## src/rtl/arm_pkg.sv

```systemverilog
// arm_pkg: state codes, datapath mux encodings and op encodings for main_fsm
package arm_pkg;
  typedef enum logic [3:0] {
    FETCH    = 4'd0,
    DECODE   = 4'd1,
    MEMADR   = 4'd2,
    MEMREAD  = 4'd3,
    MEMWB    = 4'd4,
    MEMWRITE = 4'd5,
    EXECR    = 4'd6,
    EXECI    = 4'd7,
    ALUWB    = 4'd8,
    BRANCH   = 4'd9,
    MULWAIT  = 4'd10
  } state_t;
  localparam logic [1:0] SRC_A_REG  = 2'b00;
  localparam logic [1:0] SRC_A_PC   = 2'b01;
  localparam logic [1:0] SRC_B_REG  = 2'b00;
  localparam logic [1:0] SRC_B_IMM  = 2'b01;
  localparam logic [1:0] SRC_B_FOUR = 2'b10;
  localparam logic [1:0] RES_ALU_OUT    = 2'b00;
  localparam logic [1:0] RES_DATA       = 2'b01;
  localparam logic [1:0] RES_ALU_RESULT = 2'b10;
  localparam logic [1:0] OP_DP  = 2'b00;
  localparam logic [1:0] OP_MEM = 2'b01;
  localparam logic [1:0] OP_BR  = 2'b10;
endpackage

```

## src/rtl/main_fsm.sv

```systemverilog
// main_fsm: multicycle ARM control FSM; MULTICYCLE_MUL_EN adds a multiply launch/wait path
module main_fsm
  import arm_pkg::*;
(
  input  logic       clk,
  input  logic       reset,
  input  logic [1:0] op,
  input  logic [5:0] funct,
  input  logic [3:0] instr74,
  input  logic       cond_ex,
  input  logic       mem_ready,
  input  logic       mul_done,
  output logic       ir_write,
  output logic       pc_write,
  output logic       reg_write,
  output logic       mem_write,
  output logic       branch,
  output logic       adr_src,
  output logic [1:0] alu_src_a,
  output logic [1:0] alu_src_b,
  output logic [1:0] result_src,
  output logic       alu_op,
  output logic       mul_start,
  output logic [3:0] state
);
  state_t cur, nxt;
  logic no_write;
  assign no_write = funct[4:3] == 2'b10;
  assign state = cur;
`ifdef MULTICYCLE_MUL_EN
  logic is_mul;
  assign is_mul = op == OP_DP && funct[5:4] == 2'b00 && instr74 == 4'b1001;
`else
  logic unused;
  assign unused = ^{mul_done, instr74};
`endif
  always_ff @(posedge clk)
    cur <= reset ? FETCH : nxt;
  always_comb begin
    nxt = FETCH;
    case (cur)
      FETCH:    nxt = mem_ready ? DECODE : FETCH;
      DECODE:   nxt = !cond_ex ? FETCH : op == OP_MEM ? MEMADR : op == OP_BR ? BRANCH :
                      op == OP_DP ? (funct[5] ? EXECI : EXECR) : FETCH;
      MEMADR:   nxt = funct[0] ? MEMREAD : MEMWRITE;
      MEMREAD:  nxt = mem_ready ? MEMWB : MEMREAD;
      MEMWRITE: nxt = mem_ready ? FETCH : MEMWRITE;
`ifdef MULTICYCLE_MUL_EN
      EXECR:    nxt = is_mul ? MULWAIT : no_write ? FETCH : ALUWB;
      MULWAIT:  nxt = mul_done ? ALUWB : MULWAIT;
`else
      EXECR:    nxt = no_write ? FETCH : ALUWB;
`endif
      EXECI:    nxt = no_write ? FETCH : ALUWB;
      default:  nxt = FETCH;
    endcase
  end
  always_comb begin
    ir_write   = 1'b0;
    pc_write   = 1'b0;
    reg_write  = 1'b0;
    mem_write  = 1'b0;
    branch     = 1'b0;
    adr_src    = 1'b0;
    alu_src_a  = SRC_A_REG;
    alu_src_b  = SRC_B_REG;
    result_src = RES_ALU_OUT;
    alu_op     = 1'b0;
    mul_start  = 1'b0;
    case (cur)
      FETCH: begin
        alu_src_a  = SRC_A_PC;
        alu_src_b  = SRC_B_FOUR;
        result_src = RES_ALU_RESULT;
        ir_write   = mem_ready;
        pc_write   = mem_ready;
      end
      DECODE: begin
        alu_src_a  = SRC_A_PC;
        alu_src_b  = SRC_B_FOUR;
        result_src = RES_ALU_RESULT;
      end
      MEMADR:   alu_src_b = SRC_B_IMM;
      MEMREAD:  adr_src = 1'b1;
      MEMWB: begin
        result_src = RES_DATA;
        reg_write  = 1'b1;
      end
      MEMWRITE: begin
        adr_src   = 1'b1;
        mem_write = 1'b1;
      end
      EXECR: begin
        alu_op = 1'b1;
`ifdef MULTICYCLE_MUL_EN
        mul_start = is_mul;
`endif
      end
      EXECI: begin
        alu_src_b = SRC_B_IMM;
        alu_op    = 1'b1;
      end
      ALUWB:    reg_write = 1'b1;
      BRANCH: begin
        alu_src_b  = SRC_B_IMM;
        result_src = RES_ALU_RESULT;
        branch     = 1'b1;
      end
`ifdef MULTICYCLE_MUL_EN
      MULWAIT:  alu_op = 1'b1;
`endif
      default: ;
    endcase
    // enables must drop immediately on reset, even mid-stall
    if (reset) begin
      ir_write  = 1'b0;
      pc_write  = 1'b0;
      reg_write = 1'b0;
      mem_write = 1'b0;
      branch    = 1'b0;
      mul_start = 1'b0;
    end
  end
endmodule

```

## config.mk

```make
export PLATFORM = sky130hd
export DESIGN_NAME = main_fsm
export DESIGN_NICKNAME = d
export VERILOG_FILES = /design/src/rtl/arm_pkg.sv /design/src/rtl/main_fsm.sv
export SDC_FILE = /design/constraint.sdc
export NUM_CORES = 1
export LEC_CHECK = 0
export ABC_AREA = 1
export BUFFER_PORTS_ARGS = -buffer_cell sky130_fd_sc_hd__buf_2
export CORE_AREA = 2 2 39 41
export DETAILED_ROUTE_END_ITERATION = 10
export DIE_AREA = 0 0 41 43
export PLACE_DENSITY = 0.68
export SETUP_SLACK_MARGIN = 0.02
export SLEW_MARGIN = 5
export SYNTH_ARGS = -nofsm -noshare
export SYNTH_HDL_FRONTEND = slang
export SYNTH_SLANG_ARGS = --single-unit
```

## constraint.sdc

```tcl
create_clock -name clk -period 0.9 [get_ports clk]
set_input_delay 0.09 -clock clk [delete_from_list [all_inputs] [get_ports clk]]
set_output_delay 0.09 -clock clk [all_outputs]
set_load 0.02 [all_outputs]
```

==> metrics.cfg <==
[outcome]
status=finished, violations left
violations=setup timing

[placement]
post-place-ws_ns=-0.179
portBuffers=25
dp_hpwl_um=1060
dpl-instance-area_um2=694
gp_congestion=0.799

[routing]
wl_um=1430
postRouteAntennaNets=0
drt-vias-per-instance=4.58
dr.pass1.iters=3
dr_total_vias=600
drc=0
drt-initial-drc-count=6
avgRoutedWirePerCell_um=10.9

[synthesis]
netlist_top_cells_area=dfxtp_1, nand3_1, nor2_1
synth_area_um2=422
ys_seq_area_frac=0.190
avgSynthCellArea_um2=5.94
ys_ff_latch=4
synthCells=71
synth_top_area_share=0.190
yosysUniqueCellTypes=19
yosys_warnings=0
yosysTopAreaCell=dfxtp_1

[grt]
grt_overflow=0
track_usage=0.182
first_global_vias=504
grt_max_degree=7
grt_pass1_wl_um=2150
antenna_found_initial=0

[cells_and_area]
drive_gt1_frac=0.652
final_area_um2=916
layout.cells.most_common=buf_4
multiInputGateArea_um2=369
layout_common_cells=buf_4, buf_6, buf_2
seq_area_um2=95.1
nNetsFinal=133
final_core_util=0.662
diodes=0
fill_cells=111
largest_register_ffs=4
syn2layout_area_growth_pct=117

[run]
cap_violations=0

[clocking]
clk_pin_slew_ns=0.04
holdBufCountCts=0
clkSinkCount=4
clock_latency_ns=0.24
clk_path_buf_depth=2
cts_tree=done
cts_max_level=1
clockRootBuffer=clkbuf_4
numCtsBuffers=3

[pwr]
finalPower_uw=736
p_leak_uw=0.000461
switching_share=0.338
ir_drop_mv=0.607
switchingPower_uw=248
seq_power_share=0.259
power_density_nw_per_um2=803
power.share.clock=0.333
p_int_uw=487
combPwrFrac=0.408

[die]
dieArea_um2=1760
start_util=0.305
fp.dieW_um=41
ios=35
rows=14
die-height_um=43
core_um2=1380

[timing]
hold_slack_ns=0.159
setup_viol=18
finalCritPeriodShare=1.43
finalMaxSlewViolations=0
fmax_mhz=777
rsz0062_at_grt=true
finalWorstSetupSlack_ns=-0.387
period_needed_ns=1.29
hold_viol=0
finalClockSkew_ns=0.00198

[critical_path]
arrival_ns=1.20
crit_required_ns=0.81
worst-setup-path-type=reg2out
critPathCaptureType=output port
critical_path_peak_fanout=4
crit_path_start_kind=flop

[min_path]
hp-class=in2reg

==> worst max-delay path, cell delays in order, from the launching register on <==
cell,delay (ns)
dfxtp_4,0.38
inv_6,0.05
nor2_4,0.13
inv_2,0.07
o211ai_1,0.16
buf_4,0.17
==> routing by layer <==
layer	track usage	up-vias	routed length (um)
li1	-	311	-
met1	0.197	268	579
met2	0.319	21	783
met3	0.0471	0	69
met4	0.0600	0	0
met5	0	-	0
==> power groups by stage <==
stage,logic [uW],registers [uW],clock network (uW)
after floorplan,137,202,0
after global placement,222,193,0
after detailed placement,225,194,0
after CTS,282,190,255
after global routing,325,192,262
final,300,191,245
==> synth_stat cells <==
master    count
clkinv_4      1
nand2_1       9
nor3_1        3
buf_4         3
nand3_1      11
o21ai_0       2
inv_2         3
a21oi_1       2
nand4_1       2
dfxtp_1       4
nand2_2       1
buf_6         1
nor2_2        3
nor2_1       11
inv_1         9
nand3_2       1
o211ai_1      2
nor2_4        2
conb_1        1
==> per-stage QoR <==
stage	setup TNS, ns	instances
after floorplan	-2.16	72
after global placement	-1.70	119
after detailed placement	-1.81	119
after CTS	-4.72	128
after global routing	-5.82	131
final	-5.00	131
==> kinds of logic (layout without fill, tap and decap cells) <==
family,after synthesis,in the layout,share of synthesized area
AOI/OAI and AO/OA,6,6,0.0831
and+or+nand+nor,43,43,0.510
other,1,2,0.00889
buffers and inverters,17,60,0.208
DFF,4,4,0.190
==> what timing repair did <==
item	4_1_cts	5_1_grt
setup buffers	5	4
endpoints found under the setup margin	19	20
hold endpoints to repair	0	0
pin swaps	8	7
resized for setup	33	8
==> path summary, 6_finish.rpt <==
kind	start	end	slack [ns]	cells after the start
worst min register to register	state[0]$_SDFF_PP0_	state[1]$_SDFF_PP0_	0.69	5
worst max register to register	state[3]$_SDFF_PP0_	state[2]$_SDFF_PP0_	-0.31	8
worst min-delay path	reset	state[1]$_SDFF_PP0_	0.16	4
worst max-delay path	state[2]$_SDFF_PP0_	alu_src_b[0]	-0.39	5
==> area by class of cell <==
| type | instances | share of cell area |
|---|---|---|
| Sequential cell | 4 | 0.104 |
| Inverter | 13 | 0.0697 |
| Timing Repair Buffer | 43 | 0.373 |
| Clock buffer | 4 | 0.0287 |
| Multi-Input combinational cell | 51 | 0.403 |
| Tap cell | 16 | 0.0219 |
(Power assumes the default switching activity.)
